## src/rtl/hci_core_source_mo.sv

```systemverilog
// TCDM read streamer: strided address generator with credit-limited outstanding reads,
// a response FIFO that is never back-pressured, and byte realignment onto an HWPE stream.
module hci_core_source_mo #(
  parameter int unsigned DATA_WIDTH      = 64,
  parameter int unsigned ADDR_WIDTH      = 32,
  parameter int unsigned LEN_WIDTH       = 16,
  parameter int unsigned MAX_OUTSTANDING = 4
) (
  input  logic                          clk_i,
  input  logic                          rst_ni,
  input  logic                          clear_i,
  input  logic                          enable_i,
  input  logic                          start_i,
  input  logic [ADDR_WIDTH-1:0]         base_addr_i,
  input  logic [ADDR_WIDTH-1:0]         stride_i,
  input  logic [LEN_WIDTH-1:0]          len_i,
  output logic                          ready_start_o,
  output logic                          busy_o,
  output logic                          done_o,
  output logic                          err_o,
  output logic                          tcdm_req_o,
  input  logic                          tcdm_gnt_i,
  output logic [ADDR_WIDTH-1:0]         tcdm_add_o,
  output logic                          tcdm_wen_o,
  output logic [DATA_WIDTH/8-1:0]       tcdm_be_o,
  input  logic                          tcdm_r_valid_i,
  input  logic [DATA_WIDTH-1:0]         tcdm_r_data_i,
  output logic                          stream_valid_o,
  input  logic                          stream_ready_i,
  output logic [DATA_WIDTH-33:0]        stream_data_o,
  output logic [(DATA_WIDTH-32)/8-1:0]  stream_strb_o
);

  localparam int unsigned OUT_W = DATA_WIDTH - 32;
  localparam int unsigned PW    = $clog2(MAX_OUTSTANDING);
  localparam int unsigned CW    = PW + 1;

  typedef enum logic [1:0] {IDLE, WORKING, DRAIN} state_e;

  function automatic logic [OUT_W-1:0] realign(input logic [DATA_WIDTH-1:0] word,
                                                input logic [1:0] offset);
    return OUT_W'(word >> {offset, 3'b000});
  endfunction

  state_e                  state_q, state_d;
  logic [ADDR_WIDTH-1:0]   addr_q, stride_q;
  logic [LEN_WIDTH-1:0]    len_q, req_cnt_q, beat_cnt_q;
  logic [CW-1:0]           off_wr_q, dat_wr_q, rd_q;
  logic                    err_q, done_zero_q;
  logic [1:0]              off_mem [MAX_OUTSTANDING];
  logic [DATA_WIDTH-1:0]   dat_mem [MAX_OUTSTANDING];

  logic [CW-1:0] outstanding, reserved;
  logic          has_credit, fifo_empty, grant, rsp_push, rsp_err, pop;
  logic          last_req, last_beat, start_acc, zero_start, done_beat;

  // Offset FIFO is written on grant and data FIFO on response; both share the read pointer,
  // so the pointer differences give in-flight reads and total reserved slots directly.
  assign outstanding = off_wr_q - dat_wr_q;
  assign reserved    = off_wr_q - rd_q;
  assign has_credit  = reserved < CW'(MAX_OUTSTANDING);
  assign fifo_empty  = (dat_wr_q == rd_q);

  assign tcdm_req_o     = enable_i && (state_q == WORKING) && has_credit;
  assign grant          = tcdm_req_o && tcdm_gnt_i;
  assign rsp_push       = tcdm_r_valid_i && (outstanding != '0);
  assign rsp_err        = tcdm_r_valid_i && (outstanding == '0);
  assign stream_valid_o = enable_i && !fifo_empty;
  assign pop            = stream_valid_o && stream_ready_i;
  assign last_req       = (req_cnt_q == len_q - LEN_WIDTH'(1));
  assign last_beat      = (beat_cnt_q == len_q - LEN_WIDTH'(1));

  always_comb begin
    state_d    = state_q;
    start_acc  = 1'b0;
    zero_start = 1'b0;
    done_beat  = 1'b0;
    case (state_q)
      IDLE: begin
        if (enable_i && start_i) begin
          if (len_i != '0) begin
            state_d   = WORKING;
            start_acc = 1'b1;
          end else begin
            zero_start = 1'b1;
          end
        end
      end
      WORKING: if (grant && last_req) state_d = DRAIN;
      DRAIN: begin
        if (pop && last_beat) begin
          state_d   = IDLE;
          done_beat = 1'b1;
        end
      end
      default: state_d = IDLE;
    endcase
  end

  // Control state: FSM, accumulator, counters and FIFO pointers
  always_ff @(posedge clk_i or negedge rst_ni) begin
    if (!rst_ni) begin
      state_q     <= IDLE;
      addr_q      <= '0;
      stride_q    <= '0;
      len_q       <= '0;
      req_cnt_q   <= '0;
      beat_cnt_q  <= '0;
      off_wr_q    <= '0;
      dat_wr_q    <= '0;
      rd_q        <= '0;
      err_q       <= 1'b0;
      done_zero_q <= 1'b0;
    end else if (clear_i) begin
      state_q     <= IDLE;
      addr_q      <= '0;
      stride_q    <= '0;
      len_q       <= '0;
      req_cnt_q   <= '0;
      beat_cnt_q  <= '0;
      off_wr_q    <= '0;
      dat_wr_q    <= '0;
      rd_q        <= '0;
      err_q       <= 1'b0;
      done_zero_q <= 1'b0;
    end else begin
      state_q     <= state_d;
      done_zero_q <= zero_start;
      if (rsp_err) err_q <= 1'b1;
      if (start_acc) begin
        addr_q     <= base_addr_i;
        stride_q   <= stride_i;
        len_q      <= len_i;
        req_cnt_q  <= '0;
        beat_cnt_q <= '0;
      end else begin
        if (grant) begin
          addr_q    <= addr_q + stride_q;
          req_cnt_q <= req_cnt_q + LEN_WIDTH'(1);
        end
        if (pop) beat_cnt_q <= beat_cnt_q + LEN_WIDTH'(1);
      end
      if (grant)    off_wr_q <= off_wr_q + CW'(1);
      if (rsp_push) dat_wr_q <= dat_wr_q + CW'(1);
      if (pop)      rd_q     <= rd_q + CW'(1);
    end
  end

  // Storage: slots are only consumed once their pointer advances, so no reset is needed
  always_ff @(posedge clk_i) begin
    if (grant)    off_mem[off_wr_q[PW-1:0]] <= addr_q[1:0];
    if (rsp_push) dat_mem[dat_wr_q[PW-1:0]] <= tcdm_r_data_i;
  end

  assign tcdm_add_o    = {addr_q[ADDR_WIDTH-1:2], 2'b00};
  assign tcdm_wen_o    = 1'b1;
  assign tcdm_be_o     = '0;
  assign stream_data_o = stream_valid_o ? realign(dat_mem[rd_q[PW-1:0]], off_mem[rd_q[PW-1:0]]) : '0;
  assign stream_strb_o = '1;
  assign ready_start_o = (state_q == IDLE);
  assign busy_o        = (state_q == WORKING) || (state_q == DRAIN);
  assign done_o        = done_beat || done_zero_q;
  assign err_o         = err_q;

endmodule

```

## config.mk

```make
export PLATFORM = sky130hd
export DESIGN_NAME = hci_core_source_mo
export DESIGN_NICKNAME = d
export VERILOG_FILES = /design/src/rtl/hci_core_source_mo.sv
export SDC_FILE = /design/constraint.sdc
export NUM_CORES = 1
export LEC_CHECK = 0
export BUFFER_PORTS_ARGS = -buffer_cell sky130_fd_sc_hd__buf_4
export CAP_MARGIN = 20
export CORE_MARGIN = 1
export CORE_UTILIZATION = 35
export DETAILED_ROUTE_END_ITERATION = 10
export PLACE_DENSITY = 0.54
export SLEW_MARGIN = 20
export SYNTH_ARGS = -nofsm -noshare
export SYNTH_HDL_FRONTEND = slang
export SYNTH_SLANG_ARGS = --single-unit
```

## constraint.sdc

```tcl
create_clock -name clk_i -period 7.39 [get_ports clk_i]
set_input_delay 1.478 -clock clk_i [delete_from_list [all_inputs] [get_ports clk_i]]
set_output_delay 1.478 -clock clk_i [all_outputs]
set_load 0.02 [all_outputs]
```

==> summary.md, run 1 <==
| Metric | Value |
|---|---|
| Global Route Usage Sum | `between 10% and 20%` |
| Number of DRC violations after detailed-routing iteration 0 | `560` |
| Number of iterations in the first detailed-routing pass | `5` |
| Total I/O pin count | `~240` |
| Share of the synthesized area in compound gates (AO/OA/AOI/OAI) | `a little under a tenth` |
| Worst-case vdd ir drop | `0.144 mV` |
| Largest area contributor in the netlist | `sky130_fd_sc_hd__edfxtp_1` |
| Largest fanout of any net on the critical path | `10` |
| Main combinational cell family by area after synthesis | `multiplexers` |
| Number of buffers added by the clock tree synthesis step | `42` |
| Routability congestion estimate | `0.846` |
| Critical setup path kind | `flip-flop to primary output` |
| Sequential Area | `10100 um2` |
| Maximum number of pins on one net before global-route repair | `64` |
| Cell with the most instances after synthesis | `sky130_fd_sc_hd__edfxtp_1` |
| Num rows | `82` |
| Number of nets in the final layout | `~1700` |
| Cell count after synthesis | `1322` |
| Y dimension of the die | `roughly 230 um` |
| Clock buffer depth | `3` |
| Die area | `slightly above 50000 um2` |
| Worst slew margin relative to its limit | `roughly a third` |
| Startpoint type of the worst setup path | `flip-flop` |
| Unique cell type count in the Yosys netlist | `68` |
| Synth-to-Final Area Change | `18.7%` |
| Number of antenna-violating nets in the routed design | `0` |
| Via density | `~5.2` |
| Reg2Reg Setup Slack | `between 3 and 4 ns` |
| Sum of negative setup slack | `0 ns` |
| Wire length of the first global-routing pass | `68700 um` |
| Final std cells w/o fill | `~2200` |
| Post-synth EDFFs | `232` |
| TritonCTS clock tree | `done` |
| Post-CTS resize count | `0` |
| Post-layout minimum cycle time | `around 5.5 ns` |
| Total Routed Length | `43800 um` |
| Period utilisation layout | `74.7%` |
| Std-Cell Core Area | `roughly 50000 um2` |
| Die span in x | `approximately 230 um` |
| Routed wirelength normalized by instance count | `20.0 um` |
| Number of inserted filler cells in the final layout | `about 4700` |
| Max Clock Skew | `0.0176 ns` |
| Proportion of layout cells with a drive suffix above 1 | `a little over a quarter` |
| RSZ-0062 raised after global routing | `false` |
| Insertion delay to the later sink of the worst-skew pair | `approximately 0.56 ns` |
| Portion of the post-synthesis area used by sequential elements | `around 57%` |
| Number of antenna violations at the first check in global routing | `4` |
| Fraction of synthesized area in multiplexers | `around an eighth` |
| Maximum achievable frequency | `around 180 MHz` |
| Area of the multi-input gates | `around 7000 um2` |
| Area share of the largest cell type after synthesis | `roughly 39%` |
| Drc violations | `0` |
| Detail Placement HPWL | `between 20000 and 30000 um` |
| Total of warnings raised by yosys | `0` |
| Netlist Area Pre-Place | `roughly 18000 um2` |
| Total via count in the routed design | `about 11000` |
| Number of global-route vias before repair | `~12000` |
| Top cells by count, synth | `232 x sky130_fd_sc_hd__edfxtp_1, 125 x sky130_fd_sc_hd__dfrtp_1, 90 x sky130_fd_sc_hd__mux4_2` |
| Data arrival time of the critical path | `4.04 ns` |
| Post-synthesis simple-gate area fraction | `between 9 and 10%` |
| Xor/xnor share of the synthesized area | `4.84%` |
| Final setup violation count | `0` |
| Instance count after placement with tap cells included | `~2100` |
| Number of pins with negative max-slew slack in the final report | `0` |
| Power density normalized to cell area | `267 nW/um2` |
| Post-CTS Hold Buffers | `0` |
| Endpoint required time on the critical path | `about 6 ns` |
| Primary flip-flop cell chosen by synthesis mapping | `sky130_fd_sc_hd__edfxtp_1` |
| Outcome | `finished clean` |
| Area share of fa/ha/maj cells after synthesis | `under 10%` |
| Max Cap Viol | `0` |
| Hold Violations, Final | `0` |
| IO buf count | `approximately 210` |
| Clk root buf | `sky130_fd_sc_hd__clkbuf_16` |
| Nature of the critical path endpoint | `primary output` |
| Number of sinks driven by the clock tree | `357` |
| Cell types occupying the most area after synthesis | `sky130_fd_sc_hd__edfxtp_1 39%, sky130_fd_sc_hd__dfrtp_1 18%, sky130_fd_sc_hd__mux4_2 11%, sky130_fd_sc_hd__ha_1 3.5%, sky130_fd_sc_hd__a22o_1 2.4%` |
| Clock transition at the registers of the reported paths | `roughly 0.060 ns` |
| Initial core utilization | `a little over a third` |
| Setup fix buffers added after clock tree synthesis | `0` |
| Async set or reset register ratio after synthesis | `about a third` |
| Static leakage | `between 8 and 9 nW` |
| Per-instance average area after synthesis | `roughly 14 um2` |
| Grt total ovfl | `0` |
| Type of the worst min-delay path | `flip-flop to flip-flop` |
| H-tree depth | `2` |
| Slew @ Worst Pin | `0.999 ns` |
| Number of synthesized register bits | `~360` |
## final cells by class
type	count	area share [%]
tap	672	3.97
antenna	1	0.0118
clock inverter	28	1.26
timing repair buffer	224	7.96
multi-input combinational	838	33.7
sequential	357	47.7
clock buffer	48	5.07
inverter	23	0.408
## power breakdown
part | internal [W] | switching (W)
clock | 0.00119 | 0.000830
sequential | 0.00232 | 0.0000889
combinational | 0.000578 | 0.000656
## worst max-delay path, stage by stage, from the launching register on
cell and delay, ns:
sky130_fd_sc_hd__dfrtp_1 0.46, sky130_fd_sc_hd__inv_1 0.11, sky130_fd_sc_hd__ha_1 0.19, sky130_fd_sc_hd__or4b_1 0.64, sky130_fd_sc_hd__or4_4 0.60, sky130_fd_sc_hd__xor2_1 0.20, sky130_fd_sc_hd__mux2i_1 0.12, sky130_fd_sc_hd__nor4_1 0.39
sky130_fd_sc_hd__o2111ai_1 0.24, sky130_fd_sc_hd__o21bai_1 0.33, sky130_fd_sc_hd__buf_4 0.21
## flip-flops by register name, summed over array words and instances (netlist names)
name         flops
beat_cnt_q      16
addr_q          32
len_q           16
off_mem          8
req_cnt_q       16
done_zero_q      1
off_wr_q         3
rd_q             3
err_o            1
stride_q        32
dat_wr_q         3
state_q          2
dat_mem        224
## path summary, 6_finish.rpt
| path | startpoint | endpoint | cells after the start |
|---|---|---|---|
| min in group asynchronous | rst_ni | beat_cnt_q[6]$_DFFE_PN0P_ | 1 |
| min reg2reg | stride_q[23]$_DFFE_PN0P_ | stride_q[23]$_DFFE_PN0P_ | 1 |
| max in group asynchronous | rst_ni | addr_q[28]$_DFFE_PN0P_ | 2 |
| max reg2reg | len_q[0]$_DFFE_PN0P_ | state_q[1]$_DFFE_PN0P_ | 11 |
| min | stride_q[23]$_DFFE_PN0P_ | stride_q[23]$_DFFE_PN0P_ | 1 |
| max | len_q[0]$_DFFE_PN0P_ | done_o | 10 |
## per-stage QoR
step	utilization, %	setup WS [ns]	total power, W	hold WS (ns)	area [um2]
5_1_grt	42.1	1.71	0.00593	0.531	21200
6_report	42.1	1.87	0.00566	0.508	21200
4_1_cts	42.1	1.85	0.00575	0.514	21200
3_3_place_gp	39.5	2.29	0.00368	0.493	19800
3_5_place_dp	39.5	2.30	0.00370	0.500	19800
2_1_floorplan	-	3.22	0.00329	0.477	17900
## cells by family (layout without fill, tap and decap cells)
group	count (synthesis)	after routing
buffers and inverters	140	323
adders and majority gates	51	51
DFF	357	357
other	2	16
muxes	97	97
and+or+nand+nor	337	337
AOI/OAI and AO/OA	244	244
xor gates and xnor gates	94	94
## layer usage
| layer | vias up | wire length, um | global-route usage, % |
|---|---|---|---|
| li1 | 5308 | - | - |
| met2 | 247 | 21000 | 27.5 |
| met1 | 5662 | 19200 | 22.6 |
| met5 | - | 38 | 0 |
| met3 | 62 | 2660 | 4.34 |
| met4 | 6 | 887 | 4.90 |
## cell usage in the layout (no fill, tap or decap), types with 13 or more instances in the layout
cell type / instances
sky130_fd_sc_hd__edfxtp_1: 232
sky130_fd_sc_hd__buf_4: 223
sky130_fd_sc_hd__dfrtp_1: 123
sky130_fd_sc_hd__mux4_2: 89
sky130_fd_sc_hd__nor2_1: 84
sky130_fd_sc_hd__nand2_1: 76
sky130_fd_sc_hd__a21oi_1: 50
sky130_fd_sc_hd__o21ai_0: 50
sky130_fd_sc_hd__ha_1: 50
sky130_fd_sc_hd__a22o_1: 49
sky130_fd_sc_hd__xnor2_1: 48
sky130_fd_sc_hd__xor2_1: 43
sky130_fd_sc_hd__clkbuf_16: 42
sky130_fd_sc_hd__nor2b_1: 41
sky130_fd_sc_hd__inv_1: 23
sky130_fd_sc_hd__nor3_1: 17
sky130_fd_sc_hd__nand3_1: 16
sky130_fd_sc_hd__nand4_1: 16
sky130_fd_sc_hd__and3_1: 15
sky130_fd_sc_hd__conb_1: 15
sky130_fd_sc_hd__or3_1: 13
sky130_fd_sc_hd__a211oi_1: 13
Note: power is estimated with default switching activity, not from simulation.
==> run 2, diff against run 1 <==
--- a/config.mk
+++ b/config.mk
@@ -5,12 +5,13 @@
 export SDC_FILE = /design/constraint.sdc
 export NUM_CORES = 1
 export LEC_CHECK = 0
+export ABC_AREA = 1
 export BUFFER_PORTS_ARGS = -buffer_cell sky130_fd_sc_hd__buf_4
 export CAP_MARGIN = 20
 export CORE_MARGIN = 1
 export CORE_UTILIZATION = 35
 export DETAILED_ROUTE_END_ITERATION = 10
-export PLACE_DENSITY = 0.54
+export PLACE_DENSITY = 0.56
 export SLEW_MARGIN = 20
 export SYNTH_ARGS = -nofsm -noshare
 export SYNTH_HDL_FRONTEND = slang
==> constraint.sdc (replaced) <==
create_clock -name clk_i -period 5 [get_ports clk_i]
set_input_delay 1 -clock clk_i [delete_from_list [all_inputs] [get_ports clk_i]]
set_output_delay 1 -clock clk_i [all_outputs]
set_load 0.02 [all_outputs]
==> run 2 against run 1 <==
Wire length rose by 19%. Clock skew rose by 0.0067 ns. Worst setup slack got worse by 1.5 ns. Critical endpoint is now stream_data_o[18]. Critical path type unchanged. Sequential share of layout area fell by 1.6 points. Via count rose by 30%. Combinational power rose by 110%. Final cell count rose by 31%. Count of clock-buffer cells in the layout did not move. Sequential power rose by 54%. Critical path depth fell by 2.
==> summary.md, run 2 <==
| Metric | Value |
|---|---|
| Hold path endpoint | `stride_q[22]$_DFFE_PN0P_` |
| Number of pins with negative max-slew slack in the final report | `0` |
| Std-Cell Core Area | `52600 um2` |
| Final standard cell utilization of the core | `between 40% and 50%` |
| Clk root buf | `sky130_fd_sc_hd__clkbuf_16` |
| Number of sinks driven by the clock tree | `~360` |
| Worst slew margin relative to its limit | `between 30% and 40%` |
| Crit-path max cell delay | `0.68 ns` |
| Number of iterations in the first detailed-routing pass | `5` |
| Antenna Diode Count | `0` |
| Drc violations | `0` |
| Die span in x | `233 um` |
| Number of synthesized register bits | `around 360` |
| Post-CTS resize count | `0` |
| Proportion of layout cells with a drive suffix above 1 | `15.7%` |
| Crit-path cells | `inv_4, buf_4, nand2_1, a32o_1, mux2i_1, nand2_1, a21oi_1, buf_4` |
| Max FFs per register | `224` |
| Clock buffer depth | `3` |
| Number of DRC violations after detailed-routing iteration 0 | `~830` |
| Total of warnings raised by yosys | `0` |
| Netlist Area Pre-Place | `about 19000 um2` |
| Initial core utilization | `a little over a third` |
| RSZ-0062 raised after global routing | `false` |
| Buffers & Inverters on Critical Path | `3` |
| Die area | `54100 um2` |
| Power density normalized to cell area | `between 400 and 500 nW/um2` |
| Post-synth EDFFs | `around 230` |
| Total power | `0.00925 W` |
| IO buf count | `roughly 210` |
| Cell count after synthesis | `1995` |
| Worst R2R Path Depth | `13` |
| Max Cap Viol | `0` |
| Nature of the critical path endpoint | `primary output` |
| Final setup violation count | `0` |
| Largest fanout of any net on the critical path | `68` |
| Sum of negative setup slack | `0 ns` |
| Slowest cell on the critical path | `sky130_fd_sc_hd__buf_4` |
| Area share of the largest cell type after synthesis | `a little under two fifths` |
| Max Clock Skew | `0.0243 ns` |
| Maximum number of pins on one net before global-route repair | `between 80 and 90` |
| Startpoint type of the worst setup path | `flip-flop` |
| Top cells by count, synth | `488 x sky130_fd_sc_hd__nand2_1, 232 x sky130_fd_sc_hd__edfxtp_1, 175 x sky130_fd_sc_hd__nor2_1` |
| Summed area of non-filler cells in the final layout | `between 20000 and 25000 um2` |
| Number of antenna-violating nets in the routed design | `0` |
| Hold Violations, Final | `0` |
| Unique cell type count in the Yosys netlist | `between 50 and 60` |
| Static leakage | `9.30 nW` |
| Leading cell type in the layout, fill and taps excluded | `sky130_fd_sc_hd__nand2_1` |
| Insertion delay to the later sink of the worst-skew pair | `between 0.5 and 0.6 ns` |
| Total via count in the routed design | `~15000` |
| Routed wirelength normalized by instance count | `18.1 um` |
| Number of global-route vias before repair | `approximately 14000` |
| Data arrival time of the critical path | `approximately 3.6 ns` |
| Number of instances on the worst hold path | `1` |
| Setup fix buffers added after clock tree synthesis | `0` |
| Slew @ Worst Pin | `~1 ns` |
| Most frequent cells in the layout | `488 x sky130_fd_sc_hd__nand2_1, 232 x sky130_fd_sc_hd__edfxtp_1, 227 x sky130_fd_sc_hd__buf_4` |
| Endpoint required time on the critical path | `~4.0 ns` |
| Number of buffers added by the clock tree synthesis step | `between 40 and 50` |
| Cell with the most instances after synthesis | `sky130_fd_sc_hd__nand2_1` |
| Y dimension of the die | `approximately 230 um` |
| Startpoint of the lowest-slack register-to-register path | `rd_q[1]$_DFFE_PN0P_` |
| Post-CTS Hold Buffers | `0` |
| Reg-to-reg endpoint | `addr_q[26]$_DFFE_PN0P_` |
| Per-instance average area after synthesis | `approximately 9.3 um2` |
| Period utilisation layout | `92.6%` |
| Reg2Reg Setup Slack | `1.60 ns` |
| Synth-to-Final Area Change | `17.7%` |
| Primary flip-flop cell chosen by synthesis mapping | `sky130_fd_sc_hd__edfxtp_1` |
| Number of nets in the final layout | `2357` |
| Hold path start | `stride_q[22]$_DFFE_PN0P_` |
| Portion of the post-synthesis area used by sequential elements | `54.2%` |
| Via density | `roughly 5.1` |
| Total Routed Length | `52000 um` |
| Global Route Usage Sum | `between 10% and 20%` |
| Detail Placement HPWL | `around 36000 um` |
| Critical setup path kind | `flip-flop to primary output` |
| Type of the worst min-delay path | `flip-flop to flip-flop` |
| Cell types occupying the most area after synthesis | `sky130_fd_sc_hd__edfxtp_1 37%, sky130_fd_sc_hd__dfrtp_1 17%, sky130_fd_sc_hd__nand2_1 9.8%, sky130_fd_sc_hd__a21oi_1 4.3%, sky130_fd_sc_hd__nor2_1 3.5%` |
| Largest area contributor in the netlist | `sky130_fd_sc_hd__edfxtp_1` |
| Wire length of the first global-routing pass | `between 80000 and 90000 um` |
| TritonCTS clock tree | `done` |
| H-tree depth | `2` |
| Num rows | `84` |
| Total I/O pin count | `between 200 and 250` |
| Routability congestion estimate | `between 0.8 and 0.9` |
| Cell family contributing the most delay on the critical path | `buffers and inverters` |
| Outcome | `finished clean` |
| Post-layout minimum cycle time | `4.63 ns` |
| Clock transition at the registers of the reported paths | `about 0.060 ns` |
| Worst Hold Slack | `between 0.5 and 0.6 ns` |
| Worst-case vdd ir drop | `around 0.23 mV` |
| Number of antenna violations at the first check in global routing | `2` |
| Maximum achievable frequency | `about 220 MHz` |
| Cell area after placement | `20600 um2` |
| Async set or reset register ratio after synthesis | `a little over a third` |
| Grt total ovfl | `0` |
-- run 2: cell types whose count changed after synthesis, sizes merged, moves of 24 or more --
cell / change
nand2: +419
inv: +135
a21oi: +109
nor2: +95
mux4: -90
nand3: +82
o21ai: +75
nor2b: -41
a32o: +38
xnor2: -36
o22ai: +29
xor2: -27
buf: +24
-- run 2: layout make-up --
class | instances | area [um2]
repair buffers | 228 | 1720
fillers | 5178 | 30600
inverters | 159 | 604
flip-flops and latches | 357 | 10100
clock buffers | 48 | 1060
well taps | 688 | 861
multi-input cells | 1367 | 7300
clock inverters | 25 | 264
-- run 2: worst max path at each step --
stage,start,end,slack [ns],depth (start not counted)
2_1_floorplan,dat_wr_q[1]$_DFFE_PN0P_,dat_wr_q[2]$_DFFE_PN0P_,0.85,9
3_3_place_gp,rd_q[0]$_DFFE_PN0P_,stream_data_o[21],1.05,8
3_5_place_dp,rd_q[0]$_DFFE_PN0P_,stream_data_o[21],0.99,8
4_1_cts,rd_q[0]$_DFFE_PN0P_,stream_data_o[21],0.35,8
5_1_grt,rd_q[0]$_DFFE_PN0P_,stream_data_o[3],0.16,8
6_report,rd_q[0]$_DFFE_PN0P_,stream_data_o[18],0.37,8
-- run 2: kinds of logic after synthesis --
group | count (synthesis) | synth area share (%)
and+or+nand+nor | 819 | 18.4
AOI/OAI and AO/OA | 435 | 14.4
DFF | 357 | 54.2
buffers and inverters | 284 | 7.11
adders and majority gates | 51 | 3.47
xor gates and xnor gates | 28 | 1.32
muxes | 19 | 1.02
other | 2 | 0.0404
-- run 2: per-layer routing --
metal	part of all wire [%]	global-route usage (%)
met5	0.052	0
met4	2.2	5.60
met3	5.5	3.19
met2	48	32.2
met1	44	25.2
-- run 2: worst register-to-register path, cell delays in order, from the launching register on --
cell and delay [ns]:
sky130_fd_sc_hd__dfrtp_1 0.32, sky130_fd_sc_hd__buf_4 0.28, sky130_fd_sc_hd__clkinv_2 0.32, sky130_fd_sc_hd__ha_1 0.37, sky130_fd_sc_hd__nand2_1 0.10, sky130_fd_sc_hd__nand3_2 0.11, sky130_fd_sc_hd__nand4_4 0.23, sky130_fd_sc_hd__nand2_4 0.11
sky130_fd_sc_hd__nor2_8 0.46, sky130_fd_sc_hd__inv_4 0.14, sky130_fd_sc_hd__nand2_4 0.26, sky130_fd_sc_hd__inv_2 0.21, sky130_fd_sc_hd__o21ai_1 0.24, sky130_fd_sc_hd__o21ai_1 0.11
-- run 2: power by group --
| group | internal, W | switching (W) | total, W | leakage [nW] |
|---|---|---|---|---|
| registers | 0.00355 | 0.000157 | 0.00371 | 3.82 |
| logic | 0.000850 | 0.00172 | 0.00257 | 4.83 |
| clock network | 0.00170 | 0.00127 | 0.00297 | 0.651 |
-- run 2: metrics by stage --
step	setup WS, ns	std cells
4_1_cts	0.355	2872
2_1_floorplan	0.846	2008
3_3_place_gp	1.05	2799
5_1_grt	0.162	2872
6_report	0.371	2872
3_5_place_dp	0.991	2799
